**config.mk**
```make
export PLATFORM = sky130hd
export DESIGN_NAME = mac_result_serializer
export DESIGN_NICKNAME = d
export VERILOG_FILES = /design/src/rtl/mac_result_serializer.sv
export SDC_FILE = /design/constraint.sdc
export NUM_CORES = 1
export LEC_CHECK = 0
export ABC_CLOCK_PERIOD_IN_PS = 5840
export BUFFER_PORTS_ARGS = -buffer_cell sky130_fd_sc_hd__buf_2
export CORE_ASPECT_RATIO = 0.9
export CORE_UTILIZATION = 45
export CTS_CLUSTER_SIZE = 25
export DETAILED_ROUTE_END_ITERATION = 10
export HOLD_SLACK_MARGIN = 0.02
export PLACE_DENSITY_LB_ADDON = 0.12
export SLEW_MARGIN = 20
export SYNTH_ARGS = -nofsm -noshare
export SYNTH_HDL_FRONTEND = slang
export SYNTH_SLANG_ARGS = --single-unit
```
**constraint.sdc**
```tcl
create_clock -name clk -period 5.84 [get_ports clk]
set_clock_uncertainty 0.15 [all_clocks]
set_input_delay 0.876 -clock clk [delete_from_list [all_inputs] [get_ports clk]]
set_output_delay 0.876 -clock clk [all_outputs]
set_load 0.01 [all_outputs]
```
**src/rtl/mac_result_serializer.sv**
```systemverilog
// Captures NUM_VALS parallel MAC results on start and streams them out one
// word per valid/ready handshake, pulsing done once per accepted word.
module mac_result_serializer #(
  parameter int NUM_VALS = 7,
  parameter int DATA_W   = 16
) (
  input  logic                       clk,
  input  logic                       reset,
  input  logic                       start,
  input  logic [NUM_VALS*DATA_W-1:0] data_in,
  output logic                       busy,
  output logic [DATA_W-1:0]          out_data,
  output logic                       out_valid,
  input  logic                       out_ready,
  output logic                       out_last,
  output logic                       done,
  output logic                       state_dbg
);

  localparam int IDX_W = (NUM_VALS > 1) ? $clog2(NUM_VALS) : 1;
  localparam logic [IDX_W-1:0] LAST_IDX = IDX_W'(NUM_VALS - 1);

  typedef enum logic {
    IDLE = 1'b0,
    SEND = 1'b1
  } state_t;

  state_t                     state;
  logic [IDX_W-1:0]           idx;
  logic [IDX_W-1:0]           next_idx;
  logic [NUM_VALS*DATA_W-1:0] shadow;
  logic                       hs;

  // Valid/ready: a word transfers on a rising edge where out_valid and
  // out_ready are both high; once raised, out_valid, out_data and out_last
  // stay fixed until that transfer happens.
  always_comb begin
    hs       = out_valid & out_ready;
    next_idx = idx + IDX_W'(1);
  end

  assign state_dbg = state;

  always_ff @(posedge clk or posedge reset) begin
    if (reset) begin
      state     <= IDLE;
      idx       <= '0;
      shadow    <= '0;
      busy      <= 1'b0;
      out_valid <= 1'b0;
      out_last  <= 1'b0;
      out_data  <= '0;
      done      <= 1'b0;
    end else begin
      done <= hs;
      case (state)
        IDLE: begin
          if (start) begin
            state     <= SEND;
            idx       <= '0;
            shadow    <= data_in;
            busy      <= 1'b1;
            out_valid <= 1'b1;
            out_data  <= data_in[0 +: DATA_W];
            out_last  <= 1'b0;
          end
        end
        SEND: begin
          if (hs) begin
            if (idx == LAST_IDX) begin
              state     <= IDLE;
              idx       <= '0;
              busy      <= 1'b0;
              out_valid <= 1'b0;
              out_last  <= 1'b0;
              out_data  <= '0;
            end else begin
              idx      <= next_idx;
              out_data <= shadow[int'(next_idx)*DATA_W +: DATA_W];
              out_last <= (next_idx == LAST_IDX);
            end
          end
        end
        default: state <= IDLE;
      endcase
    end
  end

endmodule

```
==> Implementation_results.wiki <==
{| class="wikitable"
! Metric !! Value
|-
| Status || completed
|-
| Max Fanout on Critical Path || 57
|-
| Via count of the first global-routing pass || 5145
|-
| Clock network latency to the later pin of the worst-skew pair || 0.42 ns
|-
| Filler-free cell count of the finished design || 999
|-
| Maximum resistive drop on vdd || 0.3981 mV
|-
| Post-place setup slack || 2.727 ns
|-
| Critical Path End Type || register
|-
| Standard cell core area || 0.01406 sq mm
|-
| Iter 0 DRT Violations || 333
|-
| Distinct cell type count of the synthesized netlist || 34
|-
| Number of failing hold endpoints at the final stage || 0
|-
| Area added between synthesis and finish || 20.87%
|-
| Filler Cells Inserted || 1310
|-
| Internal power of the cells || 2.765 mW
|-
| Metal2 WL || 7479 um
|-
| Uppermost signal routing layer after detailed routing || met4
|-
| Clock root buffer master || clkbuf_16
|-
| Max-capacitance violation count || 0
|-
| Pin count of the biggest net entering global routing || 86
|-
| Number of buffers added by the clock tree synthesis step || 17
|-
| Nets in the synthesized netlist || 798
|-
| PostCTS Resize Cnt || 0
|-
| Post-synthesis cell area || 0.006497 sq mm
|-
| Remaining antenna violation count after routing || 0
|-
| Hold buffer count at CTS || 0
|-
| Max clock buf depth || 2
|-
| Accumulated negative setup slack || 0 ns
|-
| DIE WIDTH || 128.7 um
|-
| Met3 wirelength from detailed routing || 766 um
|-
| Placer's final routability congestion estimate || 0.8104
|-
| Wire length on met1 || 7001 um
|-
| Final routed DRC violation total || 0
|-
| ANT cells || 0
|-
| Clock slew at reported path FFs || 0.06 ns
|-
| Synth Warn # || 0
|-
| Layout cells sized above 1 || 0.2854
|-
| Detailed-placement wirelength estimate || 10250 um
|-
| Switching power of the nets || 1.452 mW
|-
| Antenna violations before repair || 0
|-
| Relative slew slack || 0.2886
|-
| Post-DP Area || 0.007229 sq mm
|-
| Total number of vias || 5058
|-
| Tcrit/Tclk final || 0.4517
|-
| Total Routed Length || 15360 um
|-
| Critical path class || in2reg
|-
| Cells traversed along the worst timing path || buf_2, and2b_4, buf_4, nand2_1, nand2_1
|-
| Clock H-tree levels || 4
|-
| Share of power burned in combinational logic || 0.351
|-
| CTS tree || built
|-
| RSZ-0062 raised after global routing || false
|-
| Class of the most critical hold timing path || reg2reg
|-
| Sequential cell fraction of total power || 0.381
|-
| Power Density || 536.8 mW/mm^2
|-
| Number of pins exceeding their max-slew limit in the final report || 0
|-
| Number of standard cells after synthesis || 679
|-
| Synthesized area divided by synthesized cell count || 9.569 sq um
|-
| Crit path max-delay cell type || and2b_4
|-
| CP Data Required Time || 6.05 ns
|-
| Worst Hold Margin || 0.3147 ns
|-
| Global-route usage over all layers || 0.2290
|-
| Area of all sequential standard cells || 0.003378 sq mm
|-
| Top-level port count || 137
|-
| Max Freq || 379.1 MHz
|-
| Global-route wire length before repair || 25750 um
|-
| Area fraction of the dominant cell type after synthesis || 0.5199
|-
| Die footprint || 0.01492 sq mm
|-
| Starting density of the core || 0.4623
|-
| Multi-input logic area || 0.002854 sq mm
|-
| Pre-Repair DR Iteration Count || 4
|-
| Cell area after layout || 0.007854 sq mm
|-
| Most frequent standard cell in the layout excluding fill and tap cells || nand2_1
|-
| Nets || 912
|-
| Worst-case setup margin in the final layout || 3.202 ns
|-
| Clock Power Share || 0.267
|-
| Switching power share of the total || 0.3443
|-
| Final Setup Violations || 0
|-
| Reported leakage power || 4.113 nW
|-
| Slew at the pin closest to its max-slew limit || 1.062 ns
|-
| Most area-consuming cells after synthesis || dfrtp_1 52%, nand2_1 21%, mux4_2 5.5%
|-
| Setup bufs post-CTS || 0
|-
| Fraction of the yosys area taken by sequential cells || 0.5199
|-
| Remaining Overflow, GRT || 0
|-
| CP most frequent cell || nand2_1
|-
| Shortest clock period the worst path allows after layout || 2.638 ns
|-
| Height of the chip || 116.0 um
|-
| Count of buffers inserted at the top-level ports || 136
|-
| CTS sink cnt || 135
|-
| Via/cell ratio || 5.063
|-
| Most frequent cells in the layout || 357 x nand2_1, 136 x buf_2, 135 x dfrtp_1
|-
| Cell taking the most area after synthesis || dfrtp_1
|-
| Element type at the critical path start || input pin
|-
| Arrival time at the worst endpoint || 2.84 ns
|-
| Drt wl/cell || 15.38 um
|-
| Placed Cells || 967
|-
| Number of cell rows || 41
|-
| Largest incremental delay on the critical path || 0.66 ns
|-
| Number of synthesized register bits || 135
|}
-- sequential cells by signal, summed over array words and instances, names as in the netlist --
name and cells:
idx 3, out_data 16, shadow 112, state_dbg 1, out_last 1, done 1, out_valid 1
-- logic make-up after synthesis --
kind of cell,Yosys count,synth area share
compound gates,53,0.08261
xor+xnor,2,0.006741
fa+ha+maj,3,0.005778
buf+inv,51,0.04429
flops,135,0.5199
mux,50,0.1109
simple gates,385,0.2297
-- synth_stat cells, drive strengths merged --
cell type  count
nand2        357
dfrtp        135
buf           38
mux2i         18
nor2          18
a221oi        16
mux2          16
mux4          16
o22a          16
o31ai         16
clkbuf         9
nand3          6
inv            4
ha             3
o21ai          3
a21oi          1
a31o           1
and2b          1
nand2b         1
nor2b          1
nor3b          1
xnor2          1
xor2           1
-- worst paths after layout --
check | from | depth (start not counted) | slack (ns) | end
setup / recovery | start | 5 | 3.20 | shadow[50]
hold / removal | shadow[80] | 2 | 0.31 | shadow[80]
setup reg to reg | idx[0] | 5 | 3.22 | out_data[7]
hold reg to reg | shadow[80] | 2 | 0.31 | shadow[80]
max in group asynchronous | reset | 3 | 3.88 | shadow[106]
min in group asynchronous | reset | 2 | 0.45 | shadow[85]
-- layer usage --
metal  track usage  vias to the layer above
li1              -                     2447
met1        0.3068                     2474
met2        0.3672                      127
met3       0.06233                       10
met4       0.06510                        0
met5             0                        -
-- layout make-up --
class	instances	area share
sequential	135	0.4301
timing repair buffer	142	0.09495
multi-input combinational	493	0.3634
clock inverter	10	0.01912
clock buffer	22	0.05910
tap	193	0.03075
inverter	4	0.002549
-- worst max-delay path: cells and delay by family --
family        cells  cell delay (ns)
buf+inv           2             1.07
simple gates      3             0.88
-- per-stage QoR --
stage               total power, mW  utilization
global placement              3.059       0.5124
finish                        4.216       0.5588
CTS                           4.253       0.5580
detailed placement            3.113       0.5143
global route                  4.529       0.5588
floorplan                     2.756            -
-- power groups by stage --
stage	combinational (mW)	clock, mW	sequential (mW)
6_report	1.48	1.13	1.61
3_3_place_gp	1.46	0	1.60
3_5_place_dp	1.50	0	1.61
4_1_cts	1.50	1.14	1.60
5_1_grt	1.67	1.20	1.66
2_1_floorplan	1.19	0	1.56
No activity file was read; power rests on OpenSTA's default activity.
